<file path="config.mk">
export PLATFORM = sky130hd
export DESIGN_NAME = imem_loader
export DESIGN_NICKNAME = d
export VERILOG_FILES = /design/src/rtl/loader_pkg.sv /design/src/rtl/word_assembler.sv /design/src/rtl/imem_loader.sv
export SDC_FILE = /design/constraint.sdc
export NUM_CORES = 1
export LEC_CHECK = 0
export BUFFER_PORTS_ARGS = -buffer_cell sky130_fd_sc_hd__buf_4
export CAP_MARGIN = 30
export CORE_ASPECT_RATIO = 1.75
export CORE_MARGIN = 2
export CORE_UTILIZATION = 45
export CTS_BUF_LIST = sky130_fd_sc_hd__clkbuf_2 sky130_fd_sc_hd__clkbuf_4 sky130_fd_sc_hd__clkbuf_8
export DETAILED_ROUTE_END_ITERATION = 10
export HOLD_SLACK_MARGIN = 0.05
export PLACE_DENSITY = 0.79
export SETUP_SLACK_MARGIN = 0.2
export SLEW_MARGIN = 25
export SYNTH_ARGS = -nofsm -noshare
export SYNTH_HDL_FRONTEND = slang
export SYNTH_HIERARCHICAL = 1
export SYNTH_SLANG_ARGS = --single-unit
</file>
<file path="constraint.sdc">
create_clock -name clk_i -period 3.2 [get_ports clk_i]
set_clock_uncertainty 0.15 [all_clocks]
set_input_delay 0 -clock clk_i [delete_from_list [all_inputs] [get_ports clk_i]]
set_output_delay 0 -clock clk_i [all_outputs]
set_load 0.1 [all_outputs]
</file>
<file path="src/rtl/loader_pkg.sv">
// Shared types and widths for the instruction-memory boot loader.
package loader_pkg;

  localparam int unsigned BYTE_W = 8;
  localparam int unsigned WORD_W = 32;
  localparam int unsigned LEN_W  = 16;

  typedef enum logic [2:0] {
    StIdle,
    StLenHi,
    StLenLo,
    StData,
    StCheck,
    StDone,
    StError
  } state_e;

  // States in which the stream port is open.
  function automatic logic state_accepts(state_e s);
    return (s == StLenHi) || (s == StLenLo) || (s == StData) || (s == StCheck);
  endfunction

  // States from which a new load may be started.
  function automatic logic state_startable(state_e s);
    return (s == StIdle) || (s == StDone) || (s == StError);
  endfunction

endpackage

</file>
<file path="src/rtl/word_assembler.sv">
// Packs accepted stream bytes MSB-first into 32-bit words; emits a one-cycle valid.
module word_assembler
  import loader_pkg::*;
(
  input  logic              clk_i,
  input  logic              rst_i,
  input  logic [BYTE_W-1:0] byte_i,
  input  logic [1:0]        byte_idx_i,
  input  logic              accept_i,
  input  logic              clear_i,
  output logic              word_valid_o,
  output logic [WORD_W-1:0] word_o
);

  localparam int unsigned ShiftW = WORD_W - BYTE_W;

  logic [ShiftW-1:0] shift_q;
  logic [WORD_W-1:0] word_q;
  logic              word_valid_q;

  always_ff @(posedge clk_i or posedge rst_i) begin
    if (rst_i) begin
      shift_q      <= '0;
      word_q       <= '0;
      word_valid_q <= 1'b0;
    end else begin
      word_valid_q <= 1'b0;
      if (clear_i) begin
        shift_q <= '0;
      end else if (accept_i) begin
        if (byte_idx_i == 2'd3) begin
          word_q       <= {shift_q, byte_i};
          word_valid_q <= 1'b1;
          shift_q      <= '0;
        end else begin
          shift_q <= {shift_q[ShiftW-BYTE_W-1:0], byte_i};
        end
      end
    end
  end

  assign word_valid_o = word_valid_q;
  assign word_o       = word_q;

endmodule

</file>
<file path="src/rtl/imem_loader.sv">
// Boot loader: length header, big-endian words to instruction memory, XOR checksum,
// holds the core in reset until a load completes with a matching checksum.
module imem_loader
  import loader_pkg::*;
#(
  parameter logic [WORD_W-1:0] BASE_ADDR = 32'h0000_0000,
  parameter int unsigned       MAX_WORDS = 256
) (
  input  logic              clk_i,
  input  logic              rst_i,
  input  logic              start_i,
  input  logic [BYTE_W-1:0] byte_in_i,
  input  logic              byte_valid_i,
  output logic              byte_ready_o,
  output logic              imem_we_o,
  output logic [WORD_W-1:0] imem_addr_o,
  output logic [WORD_W-1:0] imem_wdata_o,
  output logic [LEN_W-1:0]  words_loaded_o,
  output logic              done_o,
  output logic              error_o,
  output logic              cpu_hold_o
);

  localparam logic [31:0] MaxWordsW = 32'(MAX_WORDS);

  state_e             state_q;
  logic [BYTE_W-1:0]  len_hi_q;
  logic [LEN_W-1:0]   len_q;
  logic [BYTE_W-1:0]  csum_q;
  logic [1:0]         byte_idx_q;
  logic [WORD_W-1:0]  next_addr_q;
  logic [WORD_W-1:0]  imem_addr_q;
  logic [LEN_W-1:0]   words_loaded_q;
  logic               done_q;
  logic               error_q;
  logic               cpu_hold_q;

  logic               accept;
  logic               start_fire;
  logic               data_accept;
  logic [LEN_W-1:0]   len_new;

  assign byte_ready_o = state_accepts(state_q);
  assign accept       = byte_valid_i & byte_ready_o;
  assign start_fire   = start_i & state_startable(state_q);
  assign data_accept  = accept & (state_q == StData);
  assign len_new      = {len_hi_q, byte_in_i};

  always_ff @(posedge clk_i or posedge rst_i) begin
    if (rst_i) begin
      state_q        <= StIdle;
      len_hi_q       <= '0;
      len_q          <= '0;
      csum_q         <= '0;
      byte_idx_q     <= '0;
      next_addr_q    <= BASE_ADDR;
      imem_addr_q    <= BASE_ADDR;
      words_loaded_q <= '0;
      done_q         <= 1'b0;
      error_q        <= 1'b0;
      cpu_hold_q     <= 1'b1;
    end else begin
      unique case (state_q)
        StIdle, StDone, StError: begin
          if (start_i) begin
            state_q        <= StLenHi;
            csum_q         <= '0;
            byte_idx_q     <= '0;
            next_addr_q    <= BASE_ADDR;
            imem_addr_q    <= BASE_ADDR;
            words_loaded_q <= '0;
            done_q         <= 1'b0;
            error_q        <= 1'b0;
            cpu_hold_q     <= 1'b1;
          end
        end
        StLenHi: begin
          if (accept) begin
            len_hi_q <= byte_in_i;
            csum_q   <= csum_q ^ byte_in_i;
            state_q  <= StLenLo;
          end
        end
        StLenLo: begin
          if (accept) begin
            len_q  <= len_new;
            csum_q <= csum_q ^ byte_in_i;
            if (len_new == '0) begin
              state_q <= StCheck;
            end else if (32'(len_new) > MaxWordsW) begin
              state_q <= StError;
              error_q <= 1'b1;
            end else begin
              state_q <= StData;
            end
          end
        end
        StData: begin
          if (accept) begin
            csum_q     <= csum_q ^ byte_in_i;
            byte_idx_q <= byte_idx_q + 2'd1;
            // Address and count are registered alongside the assembler's word strobe.
            if (byte_idx_q == 2'd3) begin
              imem_addr_q    <= next_addr_q;
              next_addr_q    <= next_addr_q + 32'd4;
              words_loaded_q <= words_loaded_q + 16'd1;
              if (words_loaded_q == len_q - 16'd1) begin
                state_q <= StCheck;
              end
            end
          end
        end
        StCheck: begin
          if (accept) begin
            if (byte_in_i == csum_q) begin
              state_q    <= StDone;
              done_q     <= 1'b1;
              cpu_hold_q <= 1'b0;
            end else begin
              state_q <= StError;
              error_q <= 1'b1;
            end
          end
        end
        default: state_q <= StIdle;
      endcase
    end
  end

  word_assembler u_word_assembler (
    .clk_i        (clk_i),
    .rst_i        (rst_i),
    .byte_i       (byte_in_i),
    .byte_idx_i   (byte_idx_q),
    .accept_i     (data_accept),
    .clear_i      (start_fire),
    .word_valid_o (imem_we_o),
    .word_o       (imem_wdata_o)
  );

  assign imem_addr_o    = imem_addr_q;
  assign words_loaded_o = words_loaded_q;
  assign done_o         = done_q;
  assign error_o        = error_q;
  assign cpu_hold_o     = cpu_hold_q;

endmodule

</file>
# After elaboration in Yosys (flattened, before gate mapping)
# Index checks and enable logic that the tools add are counted.
[totals] ff_bits=177 elab_cells=116
[classes] addsub=4 magnitude_cmp=1 eq_ne=21 muxes=48 bitwise=5 n_reduce_logical=23
[op_table] operator="two-way mux 32 bit" n=5
[op_table] operator="case mux 32 bit (2 select lines)" n=2
[op_table] operator="two-way mux 24 bit" n=3
[op_table] operator="two-way mux 16 bit" n=3
[op_table] operator="adder 32 x 3 -> 32 bit, second input constant" n=1
[op_table] operator="case mux 16 bit (2 select lines)" n=1
[op_table] operator="two-way mux 3 bit" n=9
[op_table] operator="adder 16 x 1 -> 16 bit, second input constant" n=1
[op_table] operator="== test 16 bit" n=1
[op_table] operator="> comparator 16 x 9 -> 1 bit, second input constant" n=1
[op_table] operator="zero test 16 bit" n=1
[op_table] operator="two-way mux 8 bit" n=2
[op_table] operator="case mux 8 bit (2 select lines)" n=1
[op_table] operator="subtractor 16 x 1 -> 16 bit, second input constant" n=1
[op_table] operator="case mux 3 bit (5 select lines)" n=1
[op_table] operator="two-way mux 1 bit" n=14
[op_table] operator="inequality test 2 bit, second input constant" n=7
[op_table] operator="AND reduction 7 bit" n=2
[op_table] operator="inequality test 2 x 1 -> 1 bit, second input constant" n=5
[op_table] operator="== test 3 bit, second input constant" n=3
[op_table] operator="AND reduction 3 bit" n=3
[op_table] operator="== test 8 bit" n=1
[op_table] operator="AND reduction 4 bit" n=2
[op_table] operator="nonzero test 2 bit" n=4
[op_table] operator="16 further kinds" n=28

# Longest topological paths before layout
[depth] word_depth=8 ltp_mapped=11 ltp_nobuf=8

# Modules after synthesis
# The synthesis kept the hierarchy.
[modules_own_cells] mod="imem_loader" instances=1 cells_per_inst=655 area_per_inst_um2=6003.3
[modules_own_cells] mod="word_assembler" instances=1 cells_per_inst=178 area_per_inst_um2=2403.6

# Worst setup path before layout
# Ideal clock, no wire load.
[synth_path] path_kind="flip-flop to flip-flop" startpoint="reg words_loaded_q[7] (netlist: words_loaded_o[7])" endpoint="reg state_q[1]" t_arrival_ns=2.660 slack_ns=0.264 stages_incl_launch_ff=7 period_less_slack_ns=2.936 path_cell_list="dfrtp_1 > xnor2_1 > or3_1 > a2111o_1 > a221oi_2 > nand4_1 > a311o_1"
[synth_via] elab_chain_len=3
[synth_lines] element="start, declared" line="imem_loader.sv:33" rtl="logic [LEN_W-1:0] words_loaded_q;"
[synth_lines] element="start signal, assigned" line="imem_loader.sv:106" rtl="words_loaded_q <= words_loaded_q + 16'd1;"
[synth_lines] element="== test 16 bit" line="imem_loader.sv:107" rtl="if (words_loaded_q == len_q - 16'd1) begin"
[synth_lines] element="inequality test 2 x 1 -> 1 bit (no source line)"
[synth_lines] element="AND reduction 7 bit (no source line)"
[synth_lines] element="end signal, assigned" line="imem_loader.sv:108" rtl="state_q <= StCheck;"
[synth_lines] element="end signal, assigned" line="imem_loader.sv:116" rtl="state_q <= StDone;"
[synth_lines] element="end signal, assigned" line="imem_loader.sv:120" rtl="state_q <= StError;"
[synth_lines] element="end, declared" line="imem_loader.sv:26" rtl="state_e state_q;"
# No other way between the ends.
# A chain may end at the register's enable or synchronous reset.

# Worst setup path after layout
[layout_path] startpoint="reg len_q[3]" endpoint="reg state_q[2]"
[layout_via] elab_chain_len=4
[layout_lines] element="start, declared" line="imem_loader.sv:28" rtl="logic [LEN_W-1:0] len_q;"
[layout_lines] element="start signal, assigned" line="imem_loader.sv:86" rtl="len_q <= len_new;"
[layout_lines] element="subtractor 16 x 1 -> 16 bit" line="imem_loader.sv:107"
[layout_lines] element="== test 16 bit" line="imem_loader.sv:107"
[layout_lines] element="inequality test 2 x 1 -> 1 bit (no source line)"
[layout_lines] element="AND reduction 7 bit (no source line)"
# No other way between the ends.

==> metrics.txt <==
Ant. Diodes=0; Chip Width=107 µm; CTS H-tree lvls=4; reg2reg start=len_q[3]$_DFFE_PP0P_; Final period util=91.2%; Final setup viols=0; wire per inst=16.9 µm; WP data required=3.41 ns; Pre-Repair DR Iteration Count=4; die height=185 µm; Synth Area in Adders=0.595%; Slew Viols, Final=0; commonest cells after routing, fill and taps aside=dfrtp_1, buf_4, nand2_1; Clock transition at path regs=0.11 ns; core area=18400 µm²; Synth Area in Compound Gates=11.3%; I/O pin count=97; Synth Cell Area=8410 µm²; Setup crit end=state_q[2]$_DFFE_PP0P_; CP Launch Type=flop; die area=19800 µm²; Crit path largest cell delay=0.56 ns; critical path arrival=3.13 ns; reg2reg path depth=7; Max-slew headroom=44.3%; gr usage total=20.9%; Primary FF master, synth=dfrtp_1; number of flops mapped to enable cells by yosys=0; FF-to-FF End=state_q[2]$_DFFE_PP0P_; Synth Register Bits=173; first-pass GRT wire length=32700 µm; worst setup path startpoint=len_q[3]$_DFFE_PP0P_; CP max stage cell=or4_4; Post-DRT Antenna Nets=0; most common cell after layout, fill and taps aside=dfrtp_1; Synth area leader=dfrtp_1; Max Fclk=0.343 GHz; kind of critical path=flop to flop; Remaining DRCs=0; CP endpoint kind=flop; crit path time final=2.92 ns; Initial Util=45.7%; CTS tree=built; total congestion overflow=0; drt initial violations=319; row count=66; Syn Area/Cell=10.1 µm²; largest net degree at the start of global routing=117; Num CTS Buffers=17; # nets final=943; Synth-to-Final Area Change=17.4%; Min-Delay Path Class=primary input to async pin; Critical Path Fanout Max=7; Core Util, Final=53.6%; multiplexer area fraction after synthesis=8.78%; Post-Synthesis Cells=833; Root Buffer=clkbuf_8; Seq/Total Area, Yosys=51.5%; CP Cell Sequence=or4_4 > or3_1 > a2111o_1 > a221oi_2 > nand4_1 > buf_4 > o41ai_1; Via density=5.51; final hold violations=0; initial antenna violation count=0; Clock Path Buffers=2; Synth top area share=51.2%; Simple-Gate Fraction of Synth Area=19.2%; post-synthesis xor/xnor area fraction=5.00%; Leak Pwr=0.00455 µW; status=completed; DR vias=6490; Least-Margin Pin Slew=0.834 ns; PD cells=821 nW/µm²; DP Cell Count=1134; library cells used by synthesis=62; setup TNS=0 ns; DP Wirelength=13600 µm; CTS Sinks=173; Port Buffers=94; Clock Latency Late Sink=0.46 ns; MaxCap Viol Count=0; synth top area cells=dfrtp_1, mux2_4, o21ai_0; gp weighted congestion=0.873; Max IR drop VDD=0.366 mV; RSZ-0062 raised after global routing=false; async set-or-reset flop fraction in the synthesized netlist=100%; vias in the first global route=6463; drt total wl=19900 µm; fraction of layout cells with a size suffix above 1=22.4%; Yosys warnings=6; non-filler cells, final=1178; largest family of logic cells by synthesized area=simple AND/OR/NAND/NOR gates; flop-to-flop setup slack=0.28 ns; filler instances=1618
cells in the mapped netlist, types with 2 or more instances:
| master | n |
|---|---|
| a21boi_0 | 2 |
| a21o_1 | 2 |
| a21oi_1 | 53 |
| a31oi_1 | 5 |
| a41oi_1 | 2 |
| and2_1 | 7 |
| and3_1 | 7 |
| and4_1 | 6 |
| buf_1 | 8 |
| buf_2 | 6 |
| buf_4 | 2 |
| buf_6 | 4 |
| clkbuf_1 | 29 |
| dfrtp_1 | 172 |
| ha_1 | 4 |
| inv_1 | 20 |
| mux2_2 | 26 |
| mux2_4 | 29 |
| nand2_1 | 95 |
| nand2b_1 | 33 |
| nand3_1 | 43 |
| nand4_1 | 25 |
| nor2_1 | 49 |
| nor3_1 | 11 |
| nor3b_1 | 3 |
| nor4_1 | 7 |
| o211ai_1 | 2 |
| o21ai_0 | 75 |
| o31ai_1 | 7 |
| or3_1 | 16 |
| or4_1 | 6 |
| xnor2_1 | 26 |
| xor2_1 | 22 |
cells by family (layout without fill, tap and decap cells):
logic type | after synthesis | count (layout)
compound gates | 166 | 166
simple gates | 316 | 316
buf+inv | 69 | 175
other cells | 1 | 2
xor+xnor | 48 | 48
flops | 173 | 173
mux | 56 | 56
fa+ha+maj | 4 | 4
worst min path at each step:
stage	endpoint	depth (start not counted)
6_report	u_word_assembler/word_o[24]$_DFFE_PP0P_	3
5_1_grt	u_word_assembler/word_o[24]$_DFFE_PP0P_	3
4_1_cts	u_word_assembler/word_o[15]$_DFFE_PP0P_	3
3_5_place_dp	u_word_assembler/word_o[3]$_DFFE_PP0P_	2
3_3_place_gp	u_word_assembler/word_o[5]$_DFFE_PP0P_	2
2_1_floorplan	len_q[0]$_DFFE_PP0P_	2
metrics by stage:
step                      hold slack (ns)  instance area, µm²  setup slack, ns  power (µW)
after floorplan                   -0.0332                8410            0.264        5710
after CTS                           0.106                9860            0.255        8150
after global placement             0.0484                9330            0.316        6420
after detailed placement           0.0507                9330            0.262        6510
final                               0.103                9870            0.283        8100
after global routing                0.150                9870            0.201        8550
state kept, by name (all words and copies together) (netlist names), 3 cells and up:
register and flops:
csum_q 8, next_addr_q 30, len_hi_q 8, imem_addr_o 30, words_loaded_o 16, u_word_assembler/word_o 32, u_word_assembler/shift_q 24, state_q 3
len_q 16
cell type report:
| cell class | instances | area, µm² | area share (%) |
|---|---|---|---|
| Clock buffer | 20 | 263 | 2.66 |
| Clock inverter | 12 | 150 | 1.52 |
| Inverter | 20 | 78.8 | 0.799 |
| Multi-Input combinational cell | 592 | 3790 | 38.4 |
| Sequential cell | 173 | 4330 | 43.9 |
| Tap cell | 238 | 298 | 3.02 |
| Timing Repair Buffer | 123 | 963 | 9.76 |
worst max-delay path, delay by kind of cell (launching register included):
kind                   cells  cell delay (ns)
AND/OR/NAND/NOR            3             1.12
flip-flops                 1             0.48
buffers and inverters      1             0.20
AO/OA/AOI/OAI              3             0.88
power breakdown:
part / switching, µW / internal [µW]
combinational: 2280 / 1100
sequential: 441 / 2670
clock: 867 / 755
repair_timing:
item                                    4_1_cts  5_1_grt
gates resized for setup                       0        1
setup buffers                                 0        1
endpoints found under the setup margin        0        1
hold endpoints to repair                    202        0
hold buffers                                 11        0
layer usage:
metal	global-route usage (%)	up-vias	share of wire (%)
met1	24.0	3217	39
met5	0	-	0
met4	10.0	0	3.0
met3	3.06	33	2.9
met2	37.7	127	55
li1	-	3113	-
Note: power is estimated with default switching activity, not from simulation.
